<file path="src/rtl/pipe_ctrl.sv">
// Pipeline hazard controller for the 5-stage RISC-V core: turns stall, branch and memory-busy
// requests into register write enables/flushes, and counts stall and flush cycles.
module pipe_ctrl #(
    parameter int unsigned CNT_W = 16
) (
    input  logic             clk,
    input  logic             rst,
    input  logic             stop_req,
    input  logic             branch_taken,
    input  logic             mem_busy,
    input  logic             cnt_clr,
    output logic             pc_we,
    output logic             pc_sel_br,
    output logic             ifid_we,
    output logic             ifid_flush,
    output logic             idex_we,
    output logic             idex_flush,
    output logic             exmem_we,
    output logic             memwb_flush,
    output logic [1:0]       state,
    output logic [CNT_W-1:0] stall_cnt,
    output logic [CNT_W-1:0] flush_cnt
);

    typedef enum logic [1:0] {
        StRun    = 2'd0,
        StLstall = 2'd1,
        StMwait  = 2'd2
    } state_e;

    localparam logic [CNT_W-1:0] CntOne = CNT_W'(1);
    localparam logic [CNT_W-1:0] CntMax = '1;

    // Kept as a plain vector so the unused encoding 3 stays representable.
    logic [1:0]       state_q, state_d;
    logic [CNT_W-1:0] stall_q, flush_q;
    logic             flush_ev;

    always_comb begin
        pc_we       = 1'b1;
        pc_sel_br   = 1'b0;
        ifid_we     = 1'b1;
        ifid_flush  = 1'b0;
        idex_we     = 1'b1;
        idex_flush  = 1'b0;
        exmem_we    = 1'b1;
        memwb_flush = 1'b0;
        flush_ev    = 1'b0;
        state_d     = StRun;
        if (!rst) begin
            if (mem_busy) begin
                pc_we       = 1'b0;
                ifid_we     = 1'b0;
                idex_we     = 1'b0;
                exmem_we    = 1'b0;
                memwb_flush = 1'b1;
                state_d     = StMwait;
            end else if (branch_taken) begin
                pc_sel_br  = 1'b1;
                ifid_flush = 1'b1;
                idex_flush = 1'b1;
                flush_ev   = 1'b1;
                state_d    = StRun;
            end else if (stop_req && (state_q == StRun || state_q == StMwait)) begin
                // LSTALL and the illegal encoding mask stop_req.
                pc_we      = 1'b0;
                ifid_we    = 1'b0;
                idex_flush = 1'b1;
                state_d    = StLstall;
            end else begin
                state_d = StRun;
            end
        end
    end

    always_ff @(posedge clk) begin
        if (rst) begin
            state_q <= StRun;
            stall_q <= '0;
            flush_q <= '0;
        end else begin
            state_q <= state_d;
            if (cnt_clr) begin
                stall_q <= '0;
                flush_q <= '0;
            end else begin
                if (!pc_we && stall_q != CntMax) begin
                    stall_q <= stall_q + CntOne;
                end
                if (flush_ev && flush_q != CntMax) begin
                    flush_q <= flush_q + CntOne;
                end
            end
        end
    end

    assign state     = state_q;
    assign stall_cnt = stall_q;
    assign flush_cnt = flush_q;

endmodule

</file>
<file path="config.mk">
export PLATFORM = sky130hd
export DESIGN_NAME = pipe_ctrl
export DESIGN_NICKNAME = d
export VERILOG_FILES = /design/src/rtl/pipe_ctrl.sv
export SDC_FILE = /design/constraint.sdc
export NUM_CORES = 1
export LEC_CHECK = 0
export CAP_MARGIN = 20
export CORE_ASPECT_RATIO = 0.5
export CORE_UTILIZATION = 45
export CTS_CLUSTER_SIZE = 8
export DETAILED_ROUTE_END_ITERATION = 8
export PLACE_DENSITY_LB_ADDON = 0.08
export REMOVE_ABC_BUFFERS = 1
export SYNTH_ARGS = -nofsm -noshare
export SYNTH_HDL_FRONTEND = slang
export SYNTH_SLANG_ARGS = --single-unit
</file>
<file path="constraint.sdc">
create_clock -name clk -period 2.7 [get_ports clk]
set_input_delay 0.81 -clock clk [delete_from_list [all_inputs] [get_ports clk]]
set_output_delay 0.81 -clock clk [all_outputs]
set_load 0.01 [all_outputs]
</file>
* Yosys cells after proc, flatten, opt, wreduce, memory -nomap -nowiden
Index checks and enable logic that the tools add are counted.
** Storage, ports and cells
- Register bits :: 34
- Bits of input ports :: 6
- Logic and storage cells :: 35
** Cells by class
- Equality and inequality tests :: 3
- Add/subtract/negate cells :: 2
- Reduce and logical (&&, ||, !) cells :: 8
- Multiplexer cells :: 18
** Operators with widths (count)
- 16-bit by 1-bit adder with 16-bit output (second input constant) :: 2
- 16-bit != test (second input constant) :: 2
- 1-bit 2-to-1 mux :: 17
- 1-bit logical AND :: 3
- 3-bit OR reduction :: 1
- 2-bit equality test (second input constant) :: 1
- 2-bit zero test :: 1
- 2-bit 2-to-1 mux :: 1
- 2-bit OR reduction :: 1
- 1-bit zero test :: 1
- 1-bit logical OR :: 1

* Depth between registers and ports, before layout
Gate-level depths: netlist of run 1.
- Depth after elaboration :: 9
- Gate-level depth with buffers :: 6

* Least setup slack after synthesis of run 1
Ideal clock, no wire load.
- Path kind :: in2out
- Start point :: input port stop_req
- End point :: output port pc_we
- Data arrival time :: 1476 ps
- Data required time :: 1890 ps
- Stages on the path :: 4
- Setup slack :: 414 ps
- Buffers on the path :: 2
- Cell sequence :: nor3b_2 -> o21ai_0 -> buf_2 -> buf_4
** Between the ends
- Cells in the longest elaborated chain, start to end :: 5
** Ends and longest elaborated chain
- start: declaration :: RTL line 8 : input logic stop_req,
- 1-bit logical AND :: RTL line 64 : end else if (stop_req && (state_q == StRun || state_q == StMwait)) begin
- 1-bit 2-to-1 mux (4 in a row)
- end: declaration :: RTL line 12 : output logic pc_we,
No other way between the ends.

* Worst setup path in the final report of run 1
- Start point :: input port mem_busy
- End point :: output port pc_sel_br
** Between the ends
- Cells in the longest elaborated chain, start to end :: 2
** Ends and longest elaborated chain
- start: declaration :: RTL line 10 : input logic mem_busy,
- 1-bit 2-to-1 mux :: RTL line 51 : if (mem_busy) begin
- 1-bit 2-to-1 mux :: RTL line 50 : if (!rst) begin
- end: declaration :: RTL line 13 : output logic pc_sel_br,
No other way between the ends.

==> metrics, run 1 <==
fin crit share=0.986; CTS tree=yes; area of the multi-input gates=0.00100 sq mm; post-synth top area share=0.388; Sink Count=34; Initial Utilization=0.489; Die Area=0.00417 sq mm; min cycle time layout=2.66 ns; initial antenna violation count=0; switching part of the total=0.227; yosys warns=0; status=finished, final reports clean; Horiz. Die Dim=90.3 um; PD cells=397 mW/mm^2; post-synthesis compound-gate area fraction=0.0963; Post-Layout Cell Count=309; MaxCap Viol Count=0; Setup crit end kind=output port; Nets=265; #FFs+latches synth=34; Die Height=46.2 um; count of cell types in the netlist=40; clock root cell=clkbuf_8; clk slew on worst S/H paths=0.06 ns; switching power=0.000217 W; vias in the first global route=1,479; FF/Latch Area=681 sq um; number of synthesized flops with an enable pin=0; RSZ-0062 raised after global routing=false; multiplexer share of the synthesized area=0; pre-CTS setup slack=-0.545 ns; critical path arrival=1.85 ns; total CTS buffers=5; Setup CP Type=in -> out; wire per inst=13.3 um; drt first pass iters=4; Async SR Flop Fraction=0; All-Layer GR Usage=0.212; # rows=15; GR Overflow Total=0; Iteration-0 DRC Markers=29; Total Wirelength=4.11 mm; Max Fclk=0.375 GHz; post-route ant nets=0; CP required=1.89 ns; largest net degree at the start of global routing=16; cell taking the most area after synthesis=dfxtp_1; XOR/XNOR Fraction of Synth Area=0.110; fin util=0.673; placed insts=301; Fin. Hold Viols=0; io pins=48; Adder-Cell Fraction of Synth Area=0.0143; Synth Instances=200; combinational share of power=0.069; top_reg_cell synth=dfxtp_1; Final Setup Violations=0; worst setup margin=0.0365 ns; P&R area growth vs syn=37.4%; leading post-synthesis cells by cell area=dfxtp_1 39%, nor2_1 6.4%, xnor2_1 5.5%; worst-margin pin slew=0.551 ns; CTS Hold Bufs=0; Fill cells=329; Setup crit start kind=input port; Slew headroom=0.632; class of the most critical hold timing path=reg -> reg; clock share of power=0.403; ANT cells=0; sequential area share after synthesis=0.388; maximum buffer depth of the clock tree=2; most common cell in the netlist=dfxtp_1; Fin Setup TNS=0 ns; ratio of cells with drive above 1 in the final layout=0.136; area of the mapped netlist=0.00175 sq mm; largest family of logic cells by synthesized area=simple AND/OR/NAND/NOR gates; critical path peak fanout=4; max-slew violations=0; Via density=5.28; hpwl dp=3.02 mm; Int Power=0.000741 W; Avg Inst Size Synth=8.77 sq um; # port buffers=47; Post-Synth Simple-Gate Area=0.347; worst skew pair latency=0.29 ns; GP Congestion=0.796; H-Tree Depth=2; clock skew=0.00520 ns; Commonest cells post-synth=34 x dfxtp_1, 30 x nor2_1, 16 x nand2_1; routed via count=1,630; P_leak=0.859 nW; Residual DRC=0; sequential power share=0.529; Peak VDD IR=0.218 mV; global-route wire length before repair=6.82 mm; Core Area=0.00358 sq mm
## per-stage QoR
step           power [W]  hold WS, ns  instance area, sq um
6_report        0.000958        0.527                  2410
5_1_grt         0.000992        0.570                  2410
4_1_cts         0.000968        0.531                  2410
3_5_place_dp    0.000588        0.522                  2330
3_3_place_gp    0.000587        0.502                  2330
2_1_floorplan   0.000544        0.527                  1710
## what timing repair did
action	in CTS	in global routing
pin swaps	0	1
buffers inserted	0	0
endpoints found under the setup margin	8	2
gates resized for setup	15	6
## registers in the layout, summed over array words and instances (netlist names)
register,count
stall_cnt,16
flush_cnt,16
state,2
## power groups by stage
stage / Combinational, W / Clock [W] / Sequential, W
after global routing: 0.0000713 / 0.000414 / 0.000506
after floorplan: 0.0000261 / 0 / 0.000518
final: 0.0000659 / 0.000386 / 0.000506
after global placement: 0.0000692 / 0 / 0.000517
after detailed placement: 0.0000704 / 0 / 0.000518
after CTS: 0.0000657 / 0.000396 / 0.000506
## worst max-delay path: stages
cell and delay [ns]:
dlygate4sd2_1 0.28, or3b_4 0.44, clkinv_4 0.07, dlygate4sd2_1 0.25
## cell usage in the layout, fill, tap and decap left out, types with 2 or more instances in the layout
| master | instances |
|---|---|
| a21oi_1 | 5 |
| a31oi_1 | 2 |
| and3_1 | 2 |
| and4_1 | 3 |
| buf_4 | 11 |
| clkbuf_2 | 2 |
| clkbuf_8 | 6 |
| clkdlybuf4s15_1 | 3 |
| clkdlybuf4s50_1 | 36 |
| dfxtp_1 | 34 |
| dlygate4sd2_1 | 6 |
| ha_1 | 2 |
| inv_1 | 7 |
| nand2_1 | 16 |
| nand3_1 | 11 |
| nand4_1 | 7 |
| nand4b_1 | 2 |
| nor2_1 | 30 |
| nor3_1 | 6 |
| nor3b_1 | 2 |
| nor4_1 | 2 |
| nor4_4 | 2 |
| nor4b_1 | 2 |
| o2111ai_1 | 2 |
| o211ai_1 | 6 |
| o21ai_0 | 5 |
| or2_2 | 2 |
| or3_1 | 2 |
| or4_1 | 5 |
| xnor2_1 | 11 |
| xor2_1 | 11 |
## cell type report
cell class / instances / area share
clock buffer: 7 / 0.0358
timing repair buffer: 58 / 0.222
inverter: 8 / 0.0145
clock inverter: 1 / 0.00208
multi-input combinational: 150 / 0.417
sequential: 34 / 0.282
tap: 51 / 0.0265
## cell families after synthesis
family,Yosys count
buf+inv,16
flops,34
compound gates,24
xor+xnor,22
simple gates,102
fa+ha+maj,2
## routing by layer
| metal | track usage | share of wire | vias up | wire length (um) |
|---|---|---|---|---|
| met3 | 0.0594 | 0.052 | 7 | 215 |
| li1 | - | - | 831 | - |
| met5 | 0 | 0 | - | 0 |
| met4 | 0.0677 | 0.011 | 0 | 47 |
| met2 | 0.380 | 0.48 | 44 | 1970 |
| met1 | 0.256 | 0.46 | 748 | 1880 |
## final timing paths
path         cells after the start    startpoint       endpoint  slack [ns]
max                              4      mem_busy      pc_sel_br        0.04
min                              2  flush_cnt[1]   flush_cnt[1]        0.53
max reg2reg                      7  stall_cnt[0]  stall_cnt[11]        0.78
min reg2reg                      2  flush_cnt[1]   flush_cnt[1]        0.53
No activity file was read; power rests on OpenSTA's default activity.
==> run 2, diff against run 1 <==
Settings changed: CTS_BUF_LIST set to sky130_fd_sc_hd__clkbuf_8, CTS_CLUSTER_DIAMETER set to 80.
==> run 2 against run 1 <==
Worst setup slack about the same; critical path type unchanged; cell count unchanged; first-iteration DRC count up 3.4%; highest routed layer unchanged; largest cell class unchanged.
==> metrics, run 2 (synthesis gave the netlist of run 1 again) <==
status=finished, final reports clean (unchanged); PD cells=397 mW/mm^2 (about the same); Total Wirelength=4.13 mm (was 4.11 mm); post-route ant nets=0 (unchanged); All-Layer GR Usage=0.212 (unchanged); GR Overflow Total=0 (unchanged); RR Startpoint=stall_cnt[0] (unchanged); largest net degree at the start of global routing=16 (unchanged); maximum buffer depth of the clock tree=2 (unchanged); routed via count=1,631 (was 1,630); ANT cells=0 (unchanged); GP Congestion=0.796 (unchanged); wire per inst=13.4 um (was 13.3 um); vias in the first global route=1,479 (unchanged); min cycle time layout=2.66 ns (about the same); H-Tree Depth=2 (unchanged); # port buffers=47 (unchanged); Fin. Hold Viols=0 (unchanged); Setup CP Type=in -> out (unchanged); Via density=5.28 (about the same); clock skew=0.00539 ns (was 0.00520 ns); Fill cells=329 (unchanged); worst-margin pin slew=0.555 ns (was 0.551 ns); CP required=1.89 ns (about the same); drt first pass iters=5 (was 4); CTS tree=yes (unchanged); hpwl dp=3.02 mm (unchanged); FF-to-FF path depth=7 (unchanged); MaxCap Viol Count=0 (unchanged); commonest non-fill, non-tap cell in the layout=clkdlybuf4s50_1 (unchanged); Fin Setup TNS=0 ns (unchanged); hold wc startpoint=flush_cnt[1] (unchanged); critical path peak fanout=4 (unchanged); Die Area=0.00417 sq mm (unchanged); hold path depth=2 (unchanged); P&R area growth vs syn=37.4% (unchanged); # rows=15 (unchanged); final instance area=0.00241 sq mm (unchanged); Iteration-0 DRC Markers=30 (was 29); worst skew pair latency=0.29 ns (about the same); area of the multi-input gates=0.00100 sq mm (unchanged); Core Area=0.00358 sq mm (unchanged); worst flop-to-flop path endpoint=stall_cnt[11] (unchanged); setup slack, reg-to-reg=0.79 ns (was 0.78 ns); Worst Hold Path EP=flush_cnt[1] (unchanged); Nets=265 (unchanged); ratio of cells with drive above 1 in the final layout=0.136 (unchanged); global-route wire length before repair=6.82 mm (unchanged); fin crit share=0.986 (about the same); P_leak=0.863 nW (was 0.859 nW); Post-Layout Cell Count=309 (unchanged); Setup crit start kind=input port (unchanged); class of the most critical hold timing path=reg -> reg (unchanged); Final Setup Violations=0 (unchanged); FF/Latch Area=681 sq um (unchanged); Sink Count=34 (unchanged); Residual DRC=0 (unchanged); Setup crit end kind=output port (unchanged); worst setup margin=0.0365 ns (about the same); Die Height=46.2 um (unchanged); critical path arrival=1.85 ns (about the same); Max Fclk=0.375 GHz (about the same); clk slew on worst S/H paths=0.06 ns (about the same); total CTS buffers=5 (unchanged); placed insts=301 (unchanged); pre-CTS setup slack=-0.545 ns (unchanged); Horiz. Die Dim=90.3 um (unchanged); Initial Utilization=0.489 (unchanged); io pins=48 (unchanged); Peak VDD IR=0.214 mV (was 0.218 mV); max-slew violations=0 (unchanged); Slew headroom=0.630 (was 0.632); Placed Area=0.00233 sq mm (unchanged); initial antenna violation count=0 (unchanged); clock root cell=clkbuf_8 (unchanged); most frequent cells in the layout=36 x clkdlybuf4s50_1, 34 x dfxtp_1, 30 x nor2_1, 16 x nand2_1 (unchanged); fin util=0.673 (unchanged); RSZ-0062 raised after global routing=false (unchanged)
-- run 2: cell types whose count changed in the layout (fill, tap and decap cells not counted), sizes merged --
cell	before	now
inv	7	8
clkbuf	9	8
-- run 2: critical path, stage by stage --
cell	delay, ns
dlygate4sd2_1	0.28
or3b_4	0.44
clkinv_4	0.07
dlygate4sd2_1	0.25
-- run 2: final cells by class --
cell class,instances,share of cell area
Sequential cell,34,0.282
Multi-Input combinational cell,150,0.417
Inverter,8,0.0145
Clock buffer,6,0.0343
Timing Repair Buffer,58,0.222
Clock inverter,2,0.00363
Tap cell,51,0.0265
-- run 2: timing repair --
action                     4_1_cts  5_1_grt
hold buffers                     0        0
buffers inserted                 0        0
setup endpoints to repair        8        2
pin swaps                        0        1
gates cloned                     0        0
resized for setup               15        6
-- run 2: how the worst max path moves through the flow --
stage	from	endpoint	slack, ns
4_1_cts	stop_req	ifid_we	-0.03
3_3_place_gp	stop_req	ifid_we	-0.51
3_5_place_dp	branch_taken	ifid_we	-0.55
6_report	mem_busy	pc_sel_br	0.04
2_1_floorplan	stop_req	ifid_we	-0.003
5_1_grt	mem_busy	pc_sel_br	0.02
-- run 2: metrics by stage --
stage,power [W],hold WS [ns]
after global routing,0.000988,0.570
after CTS,0.000965,0.531
final,0.000957,0.527
after global placement,0.000587,0.502
after detailed placement,0.000588,0.522
after floorplan,0.000544,0.527
-- run 2: routing by layer --
layer,GRT usage,vias up,part of all wire
li1,-,830,-
met1,0.256,756,0.46
met2,0.380,38,0.48
met3,0.0594,7,0.049
met4,0.0677,0,0.011
met5,0,-,0
-- run 2: power breakdown --
part / switching, W / internal, W
logic: 0.0000342 / 0.0000318
registers: 0.00000265 / 0.000504
clock network: 0.000183 / 0.000202
total: 0.000220 / 0.000737
==> run 3, diff against run 2 <==
Settings changed: ABC_AREA set to 1.
Clock period 2.7 ns to 2.4 ns, I/O delays scaled along.
==> run 3 against run 2 <==
Sequential share of layout area shrank 2.4 points; final area grew 9.4%; clock-buffer cell count grew 2; global-route usage grew 1.1 points; critical path depth grew 2; cell count grew 35%; utilization shrank 2.3 points; area after synthesis grew 14%; critical endpoint is now ifid_we; largest cell class unchanged.
==> metrics, run 3 <==
Initial Utilization=0.490 (was 0.489); Die Height=49.0 um (was 46.2 um); Synth Instances=308 (was 200); Async SR Flop Fraction=0 (unchanged); Sink Count=34 (unchanged); hold path depth=2 (unchanged); Setup crit end kind=output port (unchanged); clock skew=0.00633 ns (was 0.00539 ns); total CTS buffers=5 (unchanged); Residual DRC=0 (unchanged); global-route wire length before repair=8.20 mm (was 6.82 mm); post-CTS setup buffers=0 (unchanged); Commonest cells post-synth=98 x nand2_1, 44 x nor2_1, 34 x dfxtp_1, 27 x inv_1, 21 x a21oi_1 (was 34 x dfxtp_1, 30 x nor2_1, 16 x nand2_1); largest family of logic cells by synthesized area=simple AND/OR/NAND/NOR gates (unchanged); H-Tree Depth=2 (unchanged); family with the most delay on the worst path=buffers and inverters (unchanged); most common cell in the netlist=nand2_1 (was dfxtp_1); Die Area=0.00471 sq mm (was 0.00417 sq mm); Iteration-0 DRC Markers=37 (was 30); critical path, cell by cell=clkdlybuf4s50_1 -> nor2_2 -> nand2_2 -> nand2_4 -> inv_2 -> buf_2 (was dlygate4sd2_1 -> or3b_4 -> clkinv_4 -> dlygate4sd2_1); top_reg_cell synth=dfxtp_1 (unchanged); CTS Hold Bufs=0 (unchanged); ANT cells=0 (unchanged); CP required=1.68 ns (was 1.89 ns); Slew headroom=0.651 (was 0.630); post-synthesis compound-gate area fraction=0.104 (was 0.0963); Buf/Inv on CP=3 (unchanged); # rows=16 (was 15); Horiz. Die Dim=96.1 um (was 90.3 um); Final Setup Violations=0 (unchanged); Via density=4.96 (was 5.28); max-slew violations=0 (unchanged); Placed Area=0.00254 sq mm (was 0.00233 sq mm); XOR/XNOR Fraction of Synth Area=0.0528 (was 0.110); final instance area=0.00264 sq mm (was 0.00241 sq mm); wire per inst=11.1 um (was 13.4 um); GR Overflow Total=0 (unchanged); Fin. Hold Viols=0 (unchanged); largest net degree at the start of global routing=22 (was 16); sequential area share after synthesis=0.342 (was 0.388); most frequent cells in the layout=97 x nand2_1, 42 x nor2_1, 36 x clkdlybuf4s50_1, 34 x dfxtp_1, 25 x inv_1 (was 36 x clkdlybuf4s50_1, 34 x dfxtp_1, 30 x nor2_1, 16 x nand2_1); worst-margin pin slew=0.523 ns (was 0.555 ns); initial antenna violation count=0 (unchanged); Nets=371 (was 265); fin crit share=0.972; Setup CP Type=in -> out (unchanged); post-route ant nets=0 (unchanged); io pins=48 (unchanged); P_leak=0.968 nW (was 0.863 nW); CTS tree=yes (unchanged); class of the most critical hold timing path=reg -> reg (unchanged); maximum buffer depth of the clock tree=2 (unchanged); routed via count=2,075 (was 1,631); number of synthesized flops with an enable pin=0 (unchanged); min cycle time layout=2.33 ns; crit-path max cell delay=0.52 ns (was 0.44 ns); post-synth top area share=0.342 (was 0.388); #FFs+latches synth=34 (unchanged); GP Congestion=0.856 (was 0.796); MaxCap Viol Count=0 (unchanged); critical path peak fanout=3 (was 4); PD cells=444 mW/mm^2 (was 397 mW/mm^2); count of cell types in the netlist=24 (was 40); worst skew pair latency=0.28 ns (was 0.29 ns); All-Layer GR Usage=0.223 (was 0.212); Worst path depth=6 (was 4); Hold Worst Slack=0.498 ns (was 0.527 ns); commonest non-fill, non-tap cell in the layout=nand2_1 (was clkdlybuf4s50_1); Setup crit start kind=input port (unchanged); Total Wirelength=4.64 mm (was 4.13 mm); Peak VDD IR=0.212 mV (was 0.214 mV); status=finished, final reports clean (unchanged); Core Area=0.00406 sq mm (was 0.00358 sq mm); area of the mapped netlist=0.00199 sq mm (was 0.00175 sq mm); drt first pass iters=6 (was 5); yosys warns=0 (unchanged); RSZ-0062 raised after global routing=false (unchanged); Avg Inst Size Synth=6.47 sq um (was 8.77 sq um); Adder-Cell Fraction of Synth Area=0.0126 (was 0.0143); P&R area growth vs syn=32.5% (was 37.4%); Worst path slowest cell=clkdlybuf4s50_1 (was or3b_4); clk slew on worst S/H paths=0.07 ns (was 0.06 ns); Fill cells=373 (was 329); clock root cell=clkbuf_8 (unchanged); fin util=0.649 (was 0.673); cell taking the most area after synthesis=dfxtp_1 (unchanged); ratio of cells with drive above 1 in the final layout=0.140 (was 0.136); multiplexer share of the synthesized area=0 (unchanged); Post-Synth Simple-Gate Area=0.402 (was 0.347); vias in the first global route=1,893 (was 1,479); Max Fclk=0.429 GHz; FF-to-FF path depth=7 (unchanged); leading post-synthesis cells by cell area=dfxtp_1 34%, nand2_1 18%, nor2_1 8.3% (was dfxtp_1 39%, nor2_1 6.4%, xnor2_1 5.5%); critical path arrival=1.61 ns (was 1.85 ns); # port buffers=47 (unchanged); Fin Setup TNS=0 ns (unchanged); hpwl dp=3.39 mm (was 3.02 mm)
## run 3: cell families (layout without fill, tap and decap cells)
group	Yosys count	in the layout
XOR/XNOR	12	12
adder cells (fa/ha/maj)	2	2
buffers and inverters	38	94
AO/OA/AOI/OAI	35	35
flip-flops	34	34
AND/OR/NAND/NOR	187	187
## run 3: cell type report
type                            count  area, sq um  area share
Sequential cell                    34          681       0.258
Inverter                           28          105      0.0398
Timing Repair Buffer               58          531       0.201
Tap cell                           54         67.6      0.0256
Clock buffer                        8          110      0.0417
Multi-Input combinational cell    236         1140       0.434
## run 3: worst reg2reg max path, delay by kind of cell (launching register included)
kind | cells | cell delay, ns
compound gates | 2 | 0.61
fa+ha+maj | 1 | 0.26
flops | 1 | 0.46
simple gates | 4 | 0.45
## run 3: report_power, final
group / internal, W / total (W) / switching (W)
clock network: 0.000290 / 0.000503 / 0.000213
registers: 0.000567 / 0.000570 / 0.00000340
logic: 0.0000420 / 0.0000976 / 0.0000556
## run 3: stage by stage
step           setup slack, ns  total power [W]  cells
6_report                0.0682          0.00117    418
5_1_grt                 0.0293          0.00122    418
4_1_cts                 0.0118          0.00119    418
3_5_place_dp            -0.417         0.000686    410
3_3_place_gp            -0.384         0.000685    410
2_1_floorplan            0.442         0.000627    298
## run 3: path summary, 6_finish.rpt
check	to	start	slack [ns]
setup / recovery	ifid_we	branch_taken	0.07
hold / removal	flush_cnt[8]	flush_cnt[8]	0.50
setup reg to reg	stall_cnt[10]	stall_cnt[0]	0.57
hold reg to reg	flush_cnt[8]	flush_cnt[8]	0.50
## run 3: timing repair
item / in CTS / in global routing
setup endpoints to repair: 8 / 4
pin swaps: 3 / 3
resized for setup: 24 / 6
## run 3: layer usage
| metal | global-route usage | vias up | routed length [um] |
|---|---|---|---|
| met5 | 0 | - | 0 |
| li1 | - | 1084 | - |
| met1 | 0.275 | 934 | 2150 |
| met4 | 0.0647 | 0 | 50 |
| met2 | 0.377 | 49 | 2180 |
| met3 | 0.0623 | 8 | 264 |
